File: src/rtl/id_pkg.sv
// rtl/id_pkg.sv - shared constants, entry layout and field-position helpers for the decode stage
package id_pkg;

    localparam int EXT_ZERO = 0;
    localparam int EXT_SIGN = 1;
    localparam int EXT_MASK = 2;

    localparam int DEF_PC_W   = 32;
    localparam int DEF_OPC_W  = 5;
    localparam int DEF_REG_W  = 5;
    localparam int DEF_DATA_W = 32;

    // Entry layout at the default widths; parametrised instances declare the same shape locally.
    typedef struct packed {
        logic [DEF_PC_W-1:0]   pc;
        logic [DEF_OPC_W-1:0]  opcode;
        logic [DEF_REG_W-1:0]  rb;
        logic [DEF_REG_W-1:0]  rd;
        logic [DEF_DATA_W-1:0] imm;
        logic                  illegal;
    } id_entry_t;

    function automatic int rb_msb(input int instr_w, input int opc_w);
        return instr_w - opc_w - 1;
    endfunction

    function automatic int rd_msb(input int instr_w, input int opc_w, input int reg_w);
        return instr_w - opc_w - reg_w - 1;
    endfunction

endpackage

File: src/rtl/id_field_extract.sv
// rtl/id_field_extract.sv - combinational field slice, immediate extension and illegal-opcode check
module id_field_extract
    import id_pkg::*;
#(
    parameter int INSTR_W = 32,
    parameter int OPC_W = 5,
    parameter int REG_W = 5,
    parameter int IMM_W = 16,
    parameter int DATA_W = 32,
    parameter int EXT_MODE = 1,
    parameter logic [2**OPC_W-1:0] ZEXT_MASK = '0,
    parameter int NUM_OPS = 24
) (
    input  logic [INSTR_W-1:0] instr,
    output logic [OPC_W-1:0]   opcode,
    output logic [REG_W-1:0]   rb,
    output logic [REG_W-1:0]   rd,
    output logic [DATA_W-1:0]  imm,
    output logic               illegal
);

    localparam int RB_MSB = rb_msb(INSTR_W, OPC_W);
    localparam int RD_MSB = rd_msb(INSTR_W, OPC_W, REG_W);

    logic use_sign;
    logic unused_gap;

    assign opcode  = instr[INSTR_W-1 -: OPC_W];
    assign rb      = instr[RB_MSB -: REG_W];
    assign rd      = instr[RD_MSB -: REG_W];
    assign illegal = (int'(opcode) >= NUM_OPS);

    // Bits between RD and the immediate carry no meaning for this stage.
    assign unused_gap = ^instr;

    always_comb begin
        use_sign = 1'b0;
        case (EXT_MODE)
            EXT_SIGN: use_sign = 1'b1;
            EXT_MASK: use_sign = !ZEXT_MASK[opcode];
            default:  use_sign = 1'b0;
        endcase
    end

    always_comb begin
        imm = '0;
        imm[IMM_W-1:0] = instr[IMM_W-1:0];
        for (int i = IMM_W; i < DATA_W; i++) begin
            imm[i] = use_sign & instr[IMM_W-1];
        end
    end

endmodule

File: src/rtl/id_decode_stage.sv
// rtl/id_decode_stage.sv - registered decode stage with output register, one skid entry and flush
module id_decode_stage
    import id_pkg::*;
#(
    parameter int INSTR_W = 32,
    parameter int OPC_W = 5,
    parameter int REG_W = 5,
    parameter int IMM_W = 16,
    parameter int DATA_W = 32,
    parameter int PC_W = 32,
    parameter int EXT_MODE = 1,
    parameter logic [2**OPC_W-1:0] ZEXT_MASK = '0,
    parameter int NUM_OPS = 24,
    parameter int CNT_W = 16
) (
    input  logic               clk,
    input  logic               reset,
    input  logic               in_valid,
    output logic               in_ready,
    input  logic [INSTR_W-1:0] in_instr,
    input  logic [PC_W-1:0]    in_pc,
    input  logic               flush,
    output logic               out_valid,
    input  logic               out_ready,
    output logic [PC_W-1:0]    out_pc,
    output logic [OPC_W-1:0]   out_opcode,
    output logic [REG_W-1:0]   out_rb,
    output logic [REG_W-1:0]   out_rd,
    output logic [DATA_W-1:0]  out_imm,
    output logic               out_illegal,
    output logic [CNT_W-1:0]   retired_cnt
);

    typedef struct packed {
        logic [PC_W-1:0]   pc;
        logic [OPC_W-1:0]  opcode;
        logic [REG_W-1:0]  rb;
        logic [REG_W-1:0]  rd;
        logic [DATA_W-1:0] imm;
        logic              illegal;
    } entry_t;

    typedef enum logic [1:0] {
        ST_EMPTY = 2'd0,
        ST_ONE   = 2'd1,
        ST_FULL  = 2'd2
    } state_t;

    state_t state, state_n;
    entry_t dec, m_q, s_q;
    logic   in_xfer, out_xfer;
    logic   load_m_in, load_m_skid, load_s;

    id_field_extract #(
        .INSTR_W  (INSTR_W),
        .OPC_W    (OPC_W),
        .REG_W    (REG_W),
        .IMM_W    (IMM_W),
        .DATA_W   (DATA_W),
        .EXT_MODE (EXT_MODE),
        .ZEXT_MASK(ZEXT_MASK),
        .NUM_OPS  (NUM_OPS)
    ) u_extract (
        .instr  (in_instr),
        .opcode (dec.opcode),
        .rb     (dec.rb),
        .rd     (dec.rd),
        .imm    (dec.imm),
        .illegal(dec.illegal)
    );

    assign dec.pc = in_pc;

    // Ready depends only on the state register, never on out_ready.
    assign in_ready  = (state != ST_FULL);
    assign out_valid = (state != ST_EMPTY);
    assign in_xfer   = in_valid && in_ready;
    assign out_xfer  = out_valid && out_ready;

    always_ff @(posedge clk or posedge reset) begin
        if (reset) begin
            state <= ST_EMPTY;
        end else begin
            state <= state_n;
        end
    end

    always_comb begin
        state_n     = state;
        load_m_in   = 1'b0;
        load_m_skid = 1'b0;
        load_s      = 1'b0;
        if (flush) begin
            state_n = ST_EMPTY;
        end else begin
            case (state)
                ST_EMPTY: begin
                    if (in_xfer) begin
                        load_m_in = 1'b1;
                        state_n   = ST_ONE;
                    end
                end
                ST_ONE: begin
                    if (in_xfer && out_xfer) begin
                        load_m_in = 1'b1;
                    end else if (out_xfer) begin
                        state_n = ST_EMPTY;
                    end else if (in_xfer) begin
                        load_s  = 1'b1;
                        state_n = ST_FULL;
                    end
                end
                ST_FULL: begin
                    if (out_xfer) begin
                        load_m_skid = 1'b1;
                        state_n     = ST_ONE;
                    end
                end
                default: state_n = ST_EMPTY;
            endcase
        end
    end

    always_ff @(posedge clk or posedge reset) begin
        if (reset) begin
            m_q <= '0;
            s_q <= '0;
        end else begin
            if (load_m_in) begin
                m_q <= dec;
            end else if (load_m_skid) begin
                m_q <= s_q;
            end
            if (load_s) begin
                s_q <= dec;
            end
        end
    end

    // Retirement is counted even in a flush cycle: the downstream handshake already happened.
    always_ff @(posedge clk or posedge reset) begin
        if (reset) begin
            retired_cnt <= '0;
        end else if (out_xfer) begin
            retired_cnt <= retired_cnt + 1'b1;
        end
    end

    assign out_pc      = m_q.pc;
    assign out_opcode  = m_q.opcode;
    assign out_rb      = m_q.rb;
    assign out_rd      = m_q.rd;
    assign out_imm     = m_q.imm;
    assign out_illegal = m_q.illegal;

endmodule

File: config.mk
export PLATFORM = sky130hd
export DESIGN_NAME = id_decode_stage
export DESIGN_NICKNAME = d
export VERILOG_FILES = /design/src/rtl/id_pkg.sv /design/src/rtl/id_field_extract.sv /design/src/rtl/id_decode_stage.sv
export SDC_FILE = /design/constraint.sdc
export NUM_CORES = 1
export LEC_CHECK = 0
export ABC_AREA = 0
export CAP_MARGIN = 0
export CORE_MARGIN = 2
export CORE_UTILIZATION = 49
export DETAILED_ROUTE_END_ITERATION = 16
export GPL_ROUTABILITY_DRIVEN = 1
export GPL_TIMING_DRIVEN = 0
export PLACE_DENSITY_LB_ADDON = 0.2
export SLEW_MARGIN = 20
export SYNTH_ARGS = -nofsm -noshare
export SYNTH_HDL_FRONTEND = slang
export SYNTH_SLANG_ARGS = --single-unit
File: constraint.sdc
create_clock -name clk -period 5.7 [get_ports clk]
set_input_delay 0.855 -clock clk [delete_from_list [all_inputs] [get_ports clk]]
set_output_delay 0.855 -clock clk [all_outputs]
set_load 0.02 [all_outputs]
-- Yosys cells after proc, flatten, opt, wreduce, memory -nomap -nowiden
Index checks and enable logic that the tools add are counted.
- flip-flop bits (word level): 162
- bits of input ports: 69
- output and inout bits: 98
- word-level logic and storage cells: 50
- add/sub/neg operators: 1
- order comparisons: 1
- eq/ne operators: 7
- muxes and demuxes: 20
- reduce and logical (&&, ||, !) cells: 7
- operator list (cell ; number):
    80-bit 2-to-1 mux ; 2
    16-bit by 1-bit adder with 16-bit output (second input constant) ; 1
    2-bit 2-to-1 mux ; 6
    1-bit 2-to-1 mux ; 10
    3-bit != test (second input constant) ; 3
    2-bit one-hot mux with 3 select lines ; 1
    5-bit greater-or-equal comparator (second input constant) ; 1
    4-bit != test (second input constant) ; 1
    4-bit AND reduction ; 1
    2-bit nonzero test ; 2
    1-bit logical AND ; 3
    2-bit by 1-bit == test with 1-bit output (second input constant) ; 1
    2-bit == test (second input constant) ; 1
    2-bit zero test ; 1
    2-bit != test (second input constant) ; 1
    1-bit one-hot mux with 2 select lines ; 1

-- Longest topological paths before layout
Gate-level depths: netlist of the first run.
- depth in word-level cells: 7
- gate-level depth with buffers: 7
- mapped depth without buffers: 5

-- Modules after synthesis
A second synthesis of the first run with hierarchy kept.
- cell total of the unflattened synthesis: 560
- area total of the unflattened synthesis: 7668.6 um^2
- by module, submodules not included (module ; instances ; cells each ; area each (um^2) ; sequential area each (um^2)):
    id_decode_stage ; 1 ; 512 ; 7309.5 ; 4454.3
    id_field_extract ; 1 ; 48 ; 359.1 ; 0.0

-- Worst setup path before layout of the first run
No wires, ideal clock.
- kind: input-to-reg
- from: in out_ready
- to: reg s_q[1] in the netlist's numbering
- library setup time: 0.128 ns
- arrival time: 1.868 ns
- data required time: 5.572 ns
- path slack: 3.705 ns
- cell stages on the path: 5
- path buffers: 2
- path through: nor2b_1 nor3b_2 buf_4 buf_4 mux2_1
- cells in the longest elaborated chain, start to end: 5
- elaborated cells on any way between the ends: 6
- classes of those cells: mux: 4; reduce/logical: 2
- ends and longest elaborated chain (element ; line ; text):
    start, declared ; id_decode_stage.sv:24 ; input logic out_ready,
    1-bit logical AND (*) ; id_decode_stage.sv:78 ; assign out_xfer = out_valid && out_ready;
    1-bit 2-to-1 mux / 1-bit logical AND (equally long branches) ; id_decode_stage.sv:106, id_decode_stage.sv:104 ;
    1-bit 2-to-1 mux (*) ; id_decode_stage.sv:104 ; if (in_xfer && out_xfer) begin
    1-bit 2-to-1 mux (*) ; id_decode_stage.sv:96 ; case (state)
    1-bit 2-to-1 mux (*) ; id_decode_stage.sv:93 ; if (flush) begin
    end signal, assigned ; id_decode_stage.sv:127 ; s_q <= '0;
    end signal, assigned ; id_decode_stage.sv:135 ; s_q <= dec;
    end, declared ; id_decode_stage.sv:50 ; entry_t dec, m_q, s_q;
Every way passes the cells marked *; elsewhere a longest branch is shown, timed or not.
A chain may end at the register's enable or synchronous reset.

==> results of run 1 <==
[cells in the final DEF (no fill, tap or decap), types with 2 or more instances in the layout]
| cell type | instances |
|---|---|
| mux2_2 | 56 |
| buf_6 | 6 |
| clkbuf_1 | 5 |
| clkbuf_16 | 17 |
| dfrtp_1 | 146 |
| nand2_1 | 70 |
| nor3b_2 | 2 |
| mux2i_1 | 64 |
| buf_2 | 5 |
| xor2_1 | 4 |
| nor3_1 | 4 |
| inv_1 | 2 |
| nand3_1 | 8 |
| mux2_1 | 8 |
| clkinv_2 | 6 |
| bufinv_16 | 2 |
| xnor2_1 | 11 |
| clkbuf_8 | 4 |
| o21ai_0 | 13 |
| o21ai_1 | 52 |
| nor2_1 | 4 |
| clkdlybuf4s50_1 | 165 |
| nor2b_1 | 2 |
| buf_8 | 5 |
| buf_4 | 20 |
| clkbuf_2 | 4 |
[flip-flops by register name, indices dropped and copies added (netlist names), 2 cells and up]
register / flops
state: 2
out_rb: 5
out_rd: 5
out_imm: 16
out_pc: 32
retired_cnt: 16
s_q: 64
out_opcode: 5
[where the power goes]
part           switching, mW  internal [mW]
Clock                  0.414          0.686
Combinational          0.370          0.440
Sequential             0.143           1.27
Total                  0.926           2.40
[metrics by stage]
step	cells	hold slack (ps)	setup slack, ps	utilization [%]
floorplan	504	458	922	-
global placement	841	469	-845	64.9
detailed placement	842	462	2810	65.2
CTS	874	479	2950	69.9
global route	874	506	2890	69.9
finish	874	475	2980	69.9
[cell type report]
| class | count | area, um^2 |
|---|---|---|
| sequential | 146 | 3650 |
| fill | 988 | 3800 |
| clock inverter | 10 | 106 |
| tap | 172 | 215 |
| clock buffer | 22 | 484 |
| buffer | 44 | 353 |
| timing repair buffer | 166 | 1680 |
| inverter | 3 | 18.8 |
| multi-input combinational | 311 | 2310 |
[routing by layer]
layer / part of all wire, % / routed length (um)
met5: 0 / 0
met3: 5.7 / 834
met2: 50 / 7260
met4: 1.6 / 239
met1: 43 / 6210
[worst max-delay path, cell delays in order, from the launching register on]
cell and delay [ps]:
dfrtp_1 650, buf_4 190, clkdlybuf4s50_1 600
[cells by family (layout without fill, tap and decap cells)]
logic type / after synthesis / in the layout
buffers and inverters: 47 / 245
and+or+nand+nor: 97 / 97
DFF: 146 / 146
muxes: 128 / 128
AOI/OAI and AO/OA: 70 / 70
xor gates and xnor gates: 15 / 15
adders and majority gates: 1 / 1
[worst max-delay path by stage]
stage / from / endpoint / slack, ps / cells after the start
6_report: out_imm[30] / out_imm[18] / 2980 / 2
5_1_grt: out_imm[30] / out_imm[17] / 2890 / 2
4_1_cts: out_imm[30] / out_imm[18] / 2950 / 2
3_5_place_dp: out_ready / s_q[4] / 2810 / 6
3_3_place_gp: reset / out_imm[12] / -850 / 2
2_1_floorplan: reset / out_illegal / 920 / 1
==> qor.yml, run 1 <==
synth_most_common_cell: "dfrtp_1"
drv_cap: 0
r2r-start: "state[0]"
grt_usage_pct: 22.0
synthTopCellsByArea: "dfrtp_1, mux2i_1, mux2_2, nand2_1, o21ai_1"
place.gp.congestion: 0.737
grt_start_max_net_pins: 89
numPortBuffers: 165
yosysTopAreaCell: "dfrtp_1"
synth-simple-area-share_pct: 6.81
synth_mux_area_share_pct: 21.5
viasPerCell: 5.05
grt_pass1_wl_mm: 24.1
ys_seq_area_share_pct: 57.8
synth_fa_ha_area_share_pct: 0.198
synthTopCellsByCount: "dfrtp_1, nand2_1, mux2i_1"
cts_sinks: 146
detail_route.wl_per_cell_um: 16.6
endpoint_kind: "output port"
hold_depth: 1
netlist.area_leader.share_pct: 57.8
hold_viol: 0
netlist_area_um2: 6320
rrSetupSlack_ps: 3830
cts-root-buf: "clkbuf_16"
pwr_density_cell_nw_per_um2: 377
crit_fanout: 18
hp-start: "retired_cnt[15]"
grt_overflow: 0
synth-edff-count: 0
grt_util_met1_pct: 27.3
rr_endpoint: "s_q[4]"
worst_slew_pin_slew_ps: 551
synthDistinctLibCells: 34
drt_wl_total_mm: 14.5
synth_warnings: 0
postCtsHoldBufs: 0
rsz0062_at_grt: "no"
finalPower_mw: 3.32
reg2regPathDepth: 5
globalRouteMet3Util_pct: 6.40
die_x_um: 118
crit_arrival_ps: 1860
hold_path_end: "retired_cnt[15]"
hold_path_class: "flop to flop"
period_share_pct: 47.7
met2_usage_pct: 36.6
syn_avg_cell_area_um2: 12.5
path_class: "flop to output port"
synth_xor_area_share_pct: 2.08
dpl_cell_area_um2: 8230
clock_latency_ps: 420
drtIter0Drc: 318
status: "complete, no violations"
ir_drop_uv: 248
row_count: 41
postCtsSetupBuffers: 0
clk_path_buf_depth: 2
slew_viol_final: 0
finalInstanceArea_um2: 8820
pin_count: 167
synth_top_family_by_area: "multiplexers"
cts_made_buffers: 17
finClkSkew_ps: 6.06
synth_flop_cell: "dfrtp_1"
nNetsFinal: 759
antenna_found_initial: 0
cp.required_ps: 4850
syn_nets: 574
fmaxAchievable_mhz: 368
die_h_um: 118
place.detailed.hpwl_mm: 10.0
slew_headroom_pct: 63.0
grt_pass1_vias: 4782
area_delta_synth_final_pct: 39.4
p_leak_nw: 3.64
synth_compound_area_share_pct: 5.86
clk_pin_slew_worst_paths_ps: 60
finalCriticalPeriod_ps: 2720
drc_errors: 0
top_usage_layer: "met2"
synth_cells: 504
drive_above_1_share_pct: 19.2
num_vias: 4415
synthArstFlopShare_pct: 100
start_util_pct: 50.1
antennaDiodeCount: 0
ant_nets: 0
die_area_um2: 13800
synth_seq_cells: 146
cp-start-kind: "flop"
cts_tree: "yes"
core_um2: 12600
fin_tns_setup_ps: 0
firstDrtPassIters: 4
finalSetupViolations: 0
htree_levels: 4
cts_resized: 0
Power figures use the tool's default switching activity.
==> run 2: changes to the inputs <==
==> constraint.sdc (replaced) <==
create_clock -name clk -period 2.7 [get_ports clk]
set_input_delay 0.405 -clock clk [delete_from_list [all_inputs] [get_ports clk]]
set_output_delay 0.405 -clock clk [all_outputs]
set_load 0.02 [all_outputs]
==> qor.yml, run 2 (synthesis gave the netlist of run 1 again) <==
finClkSkew_ps: 4.55
rrSetupSlack_ps: 720
crit_fanout: 18
row_count: 41
finalPower_mw: 6.95
cts_made_buffers: 17
detail_route.wl_per_cell_um: 17.0
p_switching_mw: 1.93
ant_nets: 0
grt_usage_pct: 22.2
cp-start-kind: "flop"
status: "complete, no violations"
grt_overflow: 0
crit_family: "buffers and inverters"
p_comb_share_pct: 24.9
ir_drop_uv: 513
top_usage_layer: "met2"
dpl_cell_area_um2: 8320
seqPwrFrac_pct: 43.0
period_share_pct: 84.0
grt_start_max_net_pins: 35
htree_levels: 4
power_frac_clock_pct: 32.1
antenna_found_initial: 0
path_class: "flop to output port"
critPathSlowestCell: "dfrtp_1"
clk_path_buf_depth: 2
largest_reg_flops: 64
reg2regPathDepth: 5
nNetsFinal: 763
drv_cap: 0
cts_tree: "yes"
viasPerCell: 5.15
worst_slew_pin_slew_ps: 504
drtIter0Drc: 290
dp.cells: 846
finalSetupViolations: 0
postCtsHoldBufs: 0
crit_chain: "buf_4, clkdlybuf4s50_1"
slew_viol_final: 0
cts_resized: 0
core_um2: 12600
postCtsSetupBuffers: 0
max_stage_delay_ps: 650
met2_usage_pct: 38.0
final_core_util_pct: 70.5
layout_commonest_cell: "clkdlybuf4s50_1"
globalRouteMet3Util_pct: 6.98
firstDrtPassIters: 4
num_vias: 4521
place.gp.congestion: 0.745
mostFrequentLayoutCells: "clkdlybuf4s50_1, dfrtp_1, nand2_1"
pwr_density_cell_nw_per_um2: 781
hold_path_class: "input port to async pin"
start_util_pct: 50.1
antennaDiodeCount: 0
p_sw_share_pct: 27.8
pin_count: 167
clock_latency_ps: 410
finalInstanceArea_um2: 8890
fill_cells: 970
hold_viol: 0
die_area_um2: 13800
internal_power_mw: 5.02
rsz0062_at_grt: "no"
area_delta_synth_final_pct: 40.6
place.detailed.hpwl_mm: 10.5
largest_register: "s_q"
crit_arrival_ps: 1860
drt_wl_total_mm: 14.9
numPortBuffers: 165
finalCriticalPeriod_ps: 2270
cp.required_ps: 2300
fmaxAchievable_mhz: 441
cts_sinks: 146
drive_above_1_share_pct: 19.4
grt_pass1_vias: 4876
r2r-start: "state[0]"
grt_util_met1_pct: 27.3
grt_pass1_wl_mm: 24.5
slew_headroom_pct: 66.4
clk_pin_slew_worst_paths_ps: 60
p_leak_nw: 3.67
rr_endpoint: "s_q[4]"
endpoint_kind: "output port"
finalNonFillerCells: 878
critPathBufInv: 2
die_x_um: 118
drc_errors: 0
cts-root-buf: "clkbuf_16"
die_h_um: 118
[run 2: changes by cell type in the layout (fill, tap and decap cells not counted)]
cell       delta
clkbuf_8      +5
clkinv_2      -3
buf_12        +2
buf_16        +2
bufinv_16     -2
clkbuf_1      +2
clkinv_4      -1
inv_8         -1
[run 2: area by class of cell]
cell class	instances	area, um^2	area share, %
Multi-Input combinational cell	311	2310	25.9
Clock buffer	29	561	6.30
Buffer	44	353	3.97
Clock inverter	3	15.0	0.169
Sequential cell	146	3650	41.1
Tap cell	172	215	2.42
Inverter	3	15.0	0.169
Timing Repair Buffer	170	1770	20.0
[run 2: worst register-to-register path, delay by kind of cell (launching register included)]
family,cells,cell delay (ps)
buf+inv,2,520
flops,1,430
mux,1,350
simple gates,2,570
[run 2: power groups by stage]
stage | combinational (mW) | sequential, mW | clock, mW
2_1_floorplan | 0.695 | 3.21 | 0
3_3_place_gp | 1.66 | 2.98 | 0
3_5_place_dp | 1.74 | 3.02 | 0
4_1_cts | 1.75 | 2.99 | 2.27
5_1_grt | 1.86 | 3.05 | 2.36
6_report | 1.73 | 2.99 | 2.23
[run 2: metrics by stage]
step / setup slack [ps] / hold slack, ps / TNS [ps]
4_1_cts: 400 / 366 / 0
3_5_place_dp: 178 / 469 / 0
2_1_floorplan: 462 / 458 / 0
6_report: 431 / 372 / 0
3_3_place_gp: -694 / 467 / -100130
5_1_grt: 327 / 402 / 0
[run 2: worst max path at each step]
stage | from | end | slack [ps] | depth (start not counted)
2_1_floorplan | reset | out_illegal | 460 | 1
3_3_place_gp | reset | out_rd[4] | -690 | 2
3_5_place_dp | out_ready | s_q[4] | 180 | 6
4_1_cts | out_imm[30] | out_imm[16] | 400 | 2
5_1_grt | out_imm[30] | out_imm[16] | 330 | 2
6_report | out_imm[30] | out_imm[16] | 430 | 2
[run 2: per-layer routing]
metal,part of all wire (%),routed length (um)
met5,0,0
met4,1.4,207
met3,6.3,939
met2,51,7610
met1,41,6130
